### src/rtl/pf_fetch.sv
// Playfield line fetcher. Reads one character row of tile codes from the playfield
// RAM into a ping-pong pair of 32-byte line buffers and serves tile codes by column.
module pf_fetch #(
  parameter int ROWS = 30,
  parameter int WPR  = 8
) (
  input  logic        clk,
  input  logic        reset,
  input  logic        line_start,
  input  logic [4:0]  row,
  input  logic        flip,
  input  logic [4:0]  col,
  output logic [7:0]  addr_b,
  output logic [3:0]  ce_b,
  input  logic [31:0] dout_b,
  output logic [7:0]  tile_code,
  output logic        busy,
  output logic        overrun
);

  localparam int WW = (WPR > 1) ? $clog2(WPR) : 1;
  localparam int NB = 4 * WPR;
  localparam logic [WW-1:0] W_LAST = WW'(WPR - 1);
  localparam logic [5:0]    ROWS_L = 6'(ROWS);

  typedef enum logic [1:0] {IDLE, FETCH, DRAIN} state_e;

  state_e          state_q, state_d;
  logic [WW-1:0]   w_q, w_d;
  logic [4:0]      r_q, r_d;
  logic [7:0]      addr_q, addr_d;
  logic [3:0]      ce_q, ce_d;
  logic            cap_en_q, cap_en_d;
  logic            cap_zero_q, cap_zero_d;
  logic [WW-1:0]   cap_w_q, cap_w_d;
  logic            fill_q, fill_d;
  logic            ovr_q, ovr_d;
  logic [7:0]      tile_q, tile_d;
  logic [7:0]      buf_q [2][NB];
  logic [7:0]      buf_d [2][NB];

  logic [4:0]      r_eff;
  logic [15:0]     addr_full;
  logic [4:0]      rd_idx;

  // State register
  always_ff @(posedge clk) begin
    if (reset) state_q <= IDLE;
    else       state_q <= state_d;
  end

  // Next-state logic; any line_start (re)starts the fetch at word 0
  always_comb begin
    state_d = state_q;
    case (state_q)
      IDLE:    if (line_start) state_d = FETCH;
      FETCH:   if (line_start) state_d = FETCH;
               else if (w_q == W_LAST) state_d = DRAIN;
      DRAIN:   state_d = line_start ? FETCH : IDLE;
      default: state_d = IDLE;
    endcase
  end

  // Output logic
  always_comb begin
    busy = (state_q != IDLE);
  end

  assign r_eff = flip ? (5'(ROWS - 1) - row) : row;

  // NOTE: every signal gets a default at the top of the block so no path can infer a latch.
  always_comb begin
    w_d = w_q;
    r_d = r_q;
    if (line_start) begin
      w_d = '0;
      r_d = r_eff;
    end else if (state_q == FETCH) begin
      w_d = (w_q == W_LAST) ? '0 : w_q + WW'(1);
    end

    // RAM address/enables are registered from next-state values so they are glitch-free
    addr_full = 16'(r_d) * 16'(WPR) + 16'(w_d);
    addr_d    = (state_d == FETCH) ? addr_full[7:0] : addr_q;
    ce_d      = ((state_d == FETCH) && ({1'b0, r_d} < ROWS_L)) ? 4'b0000 : 4'b1111;

    // Read data lags the address by one cycle; remember which word is in flight
    cap_en_d   = (state_q == FETCH);
    cap_w_d    = w_q;
    cap_zero_d = !({1'b0, r_q} < ROWS_L);

    ovr_d  = ovr_q | (line_start & busy);
    fill_d = (line_start && !busy) ? ~fill_q : fill_q;

    buf_d = buf_q;
    if (cap_en_q) begin
      for (int k = 0; k < 4; k++) begin
        buf_d[fill_q][{cap_w_q, 2'(k)}] = cap_zero_q ? 8'h00 : dout_b[8*k +: 8];
      end
    end

    // Read from the bank that is on display after this cycle's swap
    rd_idx = flip ? ~col : col;
    tile_d = buf_q[~fill_d][rd_idx];
  end

  // NOTE: sequential state uses non-blocking assignments only, so all flops update together.
  always_ff @(posedge clk) begin
    if (reset) begin
      w_q        <= '0;
      r_q        <= '0;
      addr_q     <= '0;
      ce_q       <= 4'b1111;
      cap_en_q   <= 1'b0;
      cap_zero_q <= 1'b0;
      cap_w_q    <= '0;
      fill_q     <= 1'b0;
      ovr_q      <= 1'b0;
      tile_q     <= '0;
      // NOTE: the line buffers are cleared on reset so a blank line shows before the first fetch.
      for (int b = 0; b < 2; b++) begin
        for (int i = 0; i < NB; i++) buf_q[b][i] <= 8'h00;
      end
    end else begin
      w_q        <= w_d;
      r_q        <= r_d;
      addr_q     <= addr_d;
      ce_q       <= ce_d;
      cap_en_q   <= cap_en_d;
      cap_zero_q <= cap_zero_d;
      cap_w_q    <= cap_w_d;
      fill_q     <= fill_d;
      ovr_q      <= ovr_d;
      tile_q     <= tile_d;
      buf_q      <= buf_d;
    end
  end

  assign addr_b    = addr_q;
  assign ce_b      = ce_q;
  assign tile_code = tile_q;
  assign overrun   = ovr_q;

endmodule

### config.mk
export PLATFORM = sky130hd
export DESIGN_NAME = pf_fetch
export DESIGN_NICKNAME = d
export VERILOG_FILES = /design/src/rtl/pf_fetch.sv
export SDC_FILE = /design/constraint.sdc
export NUM_CORES = 1
export LEC_CHECK = 0
export BUFFER_PORTS_ARGS = -buffer_cell sky130_fd_sc_hd__buf_2
export CAP_MARGIN = 20
export CORE_AREA = 2 2 211 213
export DETAILED_ROUTE_END_ITERATION = 10
export DIE_AREA = 0 0 213 215
export GPL_TIMING_DRIVEN = 0
export HOLD_SLACK_MARGIN = 0.02
export PLACE_DENSITY = 0.71
export RECOVER_POWER = 100
export SLEW_MARGIN = 20
export SYNTH_ARGS = -nofsm -noshare
export SYNTH_HDL_FRONTEND = slang
export SYNTH_SLANG_ARGS = --single-unit
export TNS_END_PERCENT = 50
### constraint.sdc
create_clock -name clk -period 2.85 [get_ports clk]
set_input_delay 0.1425 -clock clk [delete_from_list [all_inputs] [get_ports clk]]
set_output_delay 0.1425 -clock clk [all_outputs]
set_load 0.03 [all_outputs]
==> metrics, run 1 <==
setup repair after global routing missed its margin true; Pwr Total 0.0175 W; DRT Pass-1 Iters 6; Slew Limit Fails 0; PortBufs 64; routed len/inst 26.7 µm; CP Launch Point state_q[0]; filler cell count 3871; Hold Path End r_q[4]; type of the worst setup path reg -> reg; GPL Wtd Cong 0.991; most common cell in the synthesized netlist nand2_1; CP Max Fanout 8; Switching Share 0.274; number of synthesized flops with an enable pin 0; Cell Rows 77; Synth area leaders dfxtp_1 (46%), nand2_1 (17%), a21oi_1 (11%), mux2i_1 (10%), clkbuf_1 (3.9%); Reg power frac 0.440; Syn Area/Cell 7.71 µm²; Ports 68; crit path DAT 3.56 ns; VDD IR max 0.000517 V; initial antenna violation count 5; placed cells 3727; post-route cell area 27900 µm²; Reg area 10900 µm²; Initial Util 0.542; Slew headroom 0.152; CTS tree done; vias 24323; WP data required 3.27 ns; Setup crit end kind register; area occupied by multi-input gates 12100 µm²; Achievable Freq 0.318 GHz; CTS clk-pin slew, worst paths 0.06 ns; flop2flop setup slack -0.30 ns; Die Width 213 µm; reg2reg end tile_code[7]; Starting DRT DRC Count 3487; Worst R2R Start state_q[0]; min cycle time layout 3.15 ns; largest net degree at the start of global routing 15; # setup viols final 68; HP Class in -> reg; endpoints failing hold 0; cell taking the most area after synthesis dfxtp_1; Synth Net Count 3117; Min-Delay Path Depth 4; GRT Util Overall 0.444; die height 215 µm; P_int 0.0127 W; Lkg Pwr 9.35 nW; Synth warnings 0; Comb pwr share 0.133; post-synth top area share 0.462; outcome finished with violations; Layout Nets 3291; first-pass GRT wire length 147 mm; top post-synthesis cells by count nand2_1 (1100), dfxtp_1 (546), a21oi_1 (543), clkbuf_1 (247), mux2i_1 (236); share of layout cells above drive strength 1 0.0956; Hold Crit Start row[4]; Seq/Total Area, Yosys 0.462; CP startpoint kind register; Period Utilization, post-route 1.10; clock power share 0.428; Root Driver clkbuf_16; Routed Antenna Nets 0; post-DR vias/cell 6.27; Core Util, Final 0.640; Synth Cell Area 23700 µm²; prevailing post-synth register cell dfxtp_1; PD cells 628 nW/µm²; hpwl dp 71.0 mm; Cell Count, Final, Fillers Out 3882; failing checks negative setup slack; FF+latch count, synth 546; vias in the first global route 22569; Max clock buf depth 3; dpl cell area 24800 µm²; Net Sw Power 0.00480 W; final wirelength 104 mm; full die area 45800 µm²; core area 43600 µm²; CTS buffer count 58; DR DRC count 0; Clk Latency, worst-skew pair 0.64 ns; synth-to-layout area growth 18.0%; gr ovfl total 0; FFs w/ async S/R, synth 0; Least-Margin Pin Slew 1.27 ns; Reg2Reg Depth 11; clk sinks 546; synth unique cells 42; Max-Cap Viols 0; final worst slack -0.299 ns; Post-Synthesis Cells 3068; Hold WS 0.0478 ns; clk_skew 0.0211 ns; H-tree depth 2
## flip-flops by register name (all words and copies together) (netlist names), 2 cells and up
| signal | flops |
|---|---|
| tile_code | 8 |
| cap_w_d | 3 |
| addr_b | 8 |
| state_q | 2 |
| cap_w_q | 3 |
| buf_q | 512 |
| r_q | 5 |
## timing repair
| action | in CTS | in global routing |
|---|---|---|
| endpoints found under the hold margin | 8 | 0 |
| gates resized for setup | 116 | 72 |
| setup buffers | 13 | 27 |
| hold buffers | 7 | 0 |
| pin swaps | 24 | 20 |
| cloned | 3 | 1 |
| setup endpoints to repair | 71 | 265 |
## through the flow
step                      TNS [ns]  setup WS, ns
after floorplan                  0         0.458
after global placement      -26.61         -1.59
after detailed placement    -18.15         -1.06
after CTS                    -1.32        -0.180
after global routing        -17.58        -0.231
final                        -3.64        -0.299
## worst max-delay path, cell delays in order, from the launching register on
cell and delay, ns:
dfxtp_4 0.34, or3b_1 0.39, buf_6 0.14, xnor2_4 0.20, buf_12 0.18, buf_16 0.15
buf_16 0.15, buf_6 0.10, mux2i_1 0.21, o22ai_1 0.14, o41ai_2 0.61, nand4_1 0.30
## logic make-up after synthesis
family / after synthesis / synth area share
muxes: 236 / 0.0999
buffers and inverters: 288 / 0.0499
AOI/OAI and AO/OA: 731 / 0.172
adders and majority gates: 3 / 0.00159
and+or+nand+nor: 1259 / 0.213
DFF: 546 / 0.462
xor gates and xnor gates: 5 / 0.00264
## layout by cell type (no fill, tap or decap), types with 5 or more instances in the layout
cell type	instances
o41ai_2	9
nor2_1	33
mux2i_1	212
buf_4	44
mux2i_4	8
a222oi_1	8
nor2b_1	48
a31oi_1	16
nand2_1	1100
a21oi_1	541
nand2b_1	19
buf_6	8
o22ai_2	13
o22ai_1	82
buf_2	43
clkbuf_16	60
a21o_1	5
dlygate4sd3_1	7
nand4_1	9
clkinv_2	19
a22oi_1	20
dfxtp_1	544
clkbuf_8	8
a221oi_1	8
buf_1	8
mux2i_2	16
nand3_1	7
buf_12	15
nor3_1	14
clkbuf_1	255
a32oi_1	6
clkbuf_2	28
o41ai_4	12
## layer usage
metal / track usage / routed length, µm / up-vias
li1: - / - / 10649
met2: 0.628 / 41900 / 1737
met3: 0.114 / 13600 / 443
met5: 0 / 11 / -
met1: 0.585 / 39500 / 11492
met4: 0.317 / 8480 / 2
## cell type report
class                      instances  area share
clock buffer                      80      0.0586
tap                              592      0.0265
sequential                       546       0.392
multi-input combinational       2234       0.435
inverter                           1    0.000134
buffer                           285      0.0513
clock inverter                    24     0.00722
timing repair buffer             116      0.0288
antenna                            4    0.000359
## how the worst max path moves through the flow
| stage | end | cells after the start |
|---|---|---|
| after CTS | tile_code[1] | 10 |
| after global routing | tile_code[2] | 10 |
| after detailed placement | tile_code[5] | 8 |
| after global placement | tile_code[4] | 7 |
| after floorplan | tile_code[7] | 10 |
| final | tile_code[7] | 11 |
## power by group through the flow
stage	registers (W)	clock network, W	logic [W]
global placement	0.00788	0	0.00180
CTS	0.00771	0.00743	0.00207
finish	0.00772	0.00750	0.00232
global route	0.00772	0.00776	0.00232
detailed placement	0.00788	0	0.00181
floorplan	0.00790	0	0.00102
Power figures use the tool's default switching activity.
==> run 2: changes to the inputs <==
--- a/config.mk
+++ b/config.mk
@@ -12,7 +12,7 @@
 export DIE_AREA = 0 0 213 215
 export GPL_TIMING_DRIVEN = 0
 export HOLD_SLACK_MARGIN = 0.02
-export PLACE_DENSITY = 0.71
+export PLACE_DENSITY = 0.74
 export RECOVER_POWER = 100
 export SLEW_MARGIN = 20
 export SYNTH_ARGS = -nofsm -noshare
==> constraint.sdc (replaced) <==
create_clock -name clk -period 2.87 [get_ports clk]
set_input_delay 0.1435 -clock clk [delete_from_list [all_inputs] [get_ports clk]]
set_output_delay 0.1435 -clock clk [all_outputs]
set_load 0.03 [all_outputs]
==> run 2 against run 1 <==
Net effect: the run still ends with negative setup slack left; power fell by 0.50%; highest routed layer unchanged; flip-flop and latch count did not move; global-route usage fell by 2.2 points; sequential power fell by 0.8%; routed wire length fell by 4.3%; non-clock buffer count rose by 6; die area did not move; core utilization rose by 0.072 points; final cell count barely moved; combinational power fell by 2%; design area rose by 0.11%; clock skew fell by 0.0065 ns.
==> metrics, run 2 (same netlist as run 1, synthesis figures left out) <==
outcome finished with violations; failing checks negative setup slack; DRT Pass-1 Iters 7 (+1); Die Width 213 µm (unchanged); CTS tree done; CP startpoint kind register; routed len/inst 25.5 µm (-4.3%); Root Driver clkbuf_16; Lkg Pwr 9.41 nW (+0.61%); setup repair after global routing missed its margin true; Ports 68 (unchanged); min cycle time layout 3.17 ns (+0.0250 ns); Period Utilization, post-route 1.11 (about the same); PD cells 625 nW/µm² (-0.61%); most common cell after layout, fill and taps aside nand2_1; core area 43600 µm² (unchanged); Clk Latency, worst-skew pair 0.64 ns (about the same); Buf/Inv on CP 5 (unchanged); CTS clk-pin slew, worst paths 0.06 ns (about the same); # setup viols final 33 (-51%); crit path DAT 3.63 ns (+0.07 ns); VDD IR max 0.000467 V (-9.6%); setup TNS -3.42 ns (+0.225 ns); cell family with most CP delay compound AO/OA/AOI/OAI gates; dpl cell area 24800 µm² (about the same); HP Class in -> reg; final worst slack -0.304 ns (-0.00504 ns); first-pass GRT wire length 141 mm (-3.9%); Starting DRT DRC Count 3717 (+6.6%); most frequent cells in the layout nand2_1 (1100), dfxtp_1 (544), a21oi_1 (541), clkbuf_1 (261), mux2i_1 (220); vias in the first global route 22624 (+0.24%); pre-CTS setup slack -1.04 ns (+0.0189 ns); post-DR vias/cell 6.26 (-0.13%); endpoints failing hold 0 (unchanged); vias 24311 (-0.049%); WP data required 3.33 ns (+0.06 ns); full die area 45800 µm² (unchanged); Slew headroom 0.109 (-0.0431); Cell Rows 77 (unchanged); largest net degree at the start of global routing 15 (unchanged); GPL Wtd Cong 1.03 (+4.0%); Initial Util 0.542 (unchanged); final wirelength 99.2 mm (-4.3%); Least-Margin Pin Slew 1.34 ns (+0.0647 ns); hpwl dp 67.3 mm (-5.3%); Slew Limit Fails 0 (unchanged); Reg with most FFs buf_q; CTS buffer count 55 (-5.2%); post-route cell area 27900 µm² (+0.11%); initial antenna violation count 9 (+4); Routed Antenna Nets 0 (unchanged); Cell Chain, Critical Path or3b_1 -> buf_6 -> xnor2_4 -> buf_12 -> buf_12 -> buf_12 -> buf_4 -> mux2i_2 -> o22ai_2 -> o41ai_4 -> nand4_1; GRT Util Overall 0.422 (-0.0220); Layout Nets 3294 (+0.091%); Achievable Freq 0.315 GHz (-0.79%); Core Util, Final 0.640 (+0.000717); Max-Cap Viols 0 (unchanged); share of layout cells above drive strength 1 0.0909 (-0.00462); die height 215 µm (unchanged); Max clock buf depth 3 (unchanged); clk_skew 0.0146 ns (-0.00648 ns); DR DRC count 0 (unchanged); max incr delay on CP 0.69 ns (+0.08 ns); Setup crit end kind register; H-tree depth 2 (unchanged); PortBufs 64 (unchanged); CP max stage cell o41ai_4; Most common cell on crit path buf_12; CP Max Fanout 6 (-2); max FFs per register 512 (unchanged); synth-to-layout area growth 18.1%; clk sinks 546 (unchanged); gr ovfl total 0 (unchanged); type of the worst setup path reg -> reg
-- run 2: path summary, 6_finish.rpt --
| kind | start | end | slack (ns) | cells past startpoint |
|---|---|---|---|---|
| worst max-delay path | state_q[1] | tile_code[5] | -0.30 | 11 |
| worst min-delay path | line_start | addr_b[4] | 0.06 | 3 |
| worst max register to register | state_q[1] | tile_code[5] | -0.30 | 11 |
| worst min register to register | buf_q[181] | buf_q[181] | 0.45 | 2 |
-- run 2: through the flow --
| stage | instances | hold WS, ns | total power (W) |
|---|---|---|---|
| after global placement | 3724 | 0.441 | 0.00955 |
| after CTS | 3863 | 0.0493 | 0.0171 |
| after global routing | 3882 | 0.106 | 0.0177 |
| after detailed placement | 3727 | 0.446 | 0.00958 |
| after floorplan | 3068 | 0.332 | 0.00886 |
| final | 3885 | 0.0618 | 0.0175 |
-- run 2: timing repair --
item	CTS	global route
hold endpoints to repair	10	0
pin swaps	23	13
endpoints found under the setup margin	48	85
cloned	2	0
resized for setup	101	58
setup buffers	28	17
hold buffers	8	0
-- run 2: area by class of cell --
class                           instances  area [µm²]
Timing Repair Buffer                  123         876
Tap cell                              592         741
Buffer                                284        1410
Sequential cell                       546       10900
Clock buffer                           85        1660
Inverter                                1        3.75
Multi-Input combinational cell       2234       12100
Clock inverter                         15         194
Fill cell                            3775       15700
Antenna cell                            5        12.5
-- run 2: report_power, final --
| part | switching [W] | leakage [nW] | internal, W |
|---|---|---|---|
| registers | 0.0000310 | 4.40 | 0.00763 |
| logic | 0.00147 | 4.09 | 0.000807 |
| clock network | 0.00319 | 0.918 | 0.00432 |
-- run 2: metal layers --
layer | routed length [µm] | share of wire | GRT usage
met2 | 39900 | 0.40 | 0.588
met3 | 15300 | 0.15 | 0.160
met4 | 8590 | 0.087 | 0.305
met5 | 23 | 0.00023 | 0
met1 | 35400 | 0.36 | 0.529
-- run 2: tightest hold or removal path, delay by kind of cell --
family	cells	cell delay (ns)
buffers and inverters	1	0.17
AO/OA/AOI/OAI	1	0.19
multiplexers	1	0.14
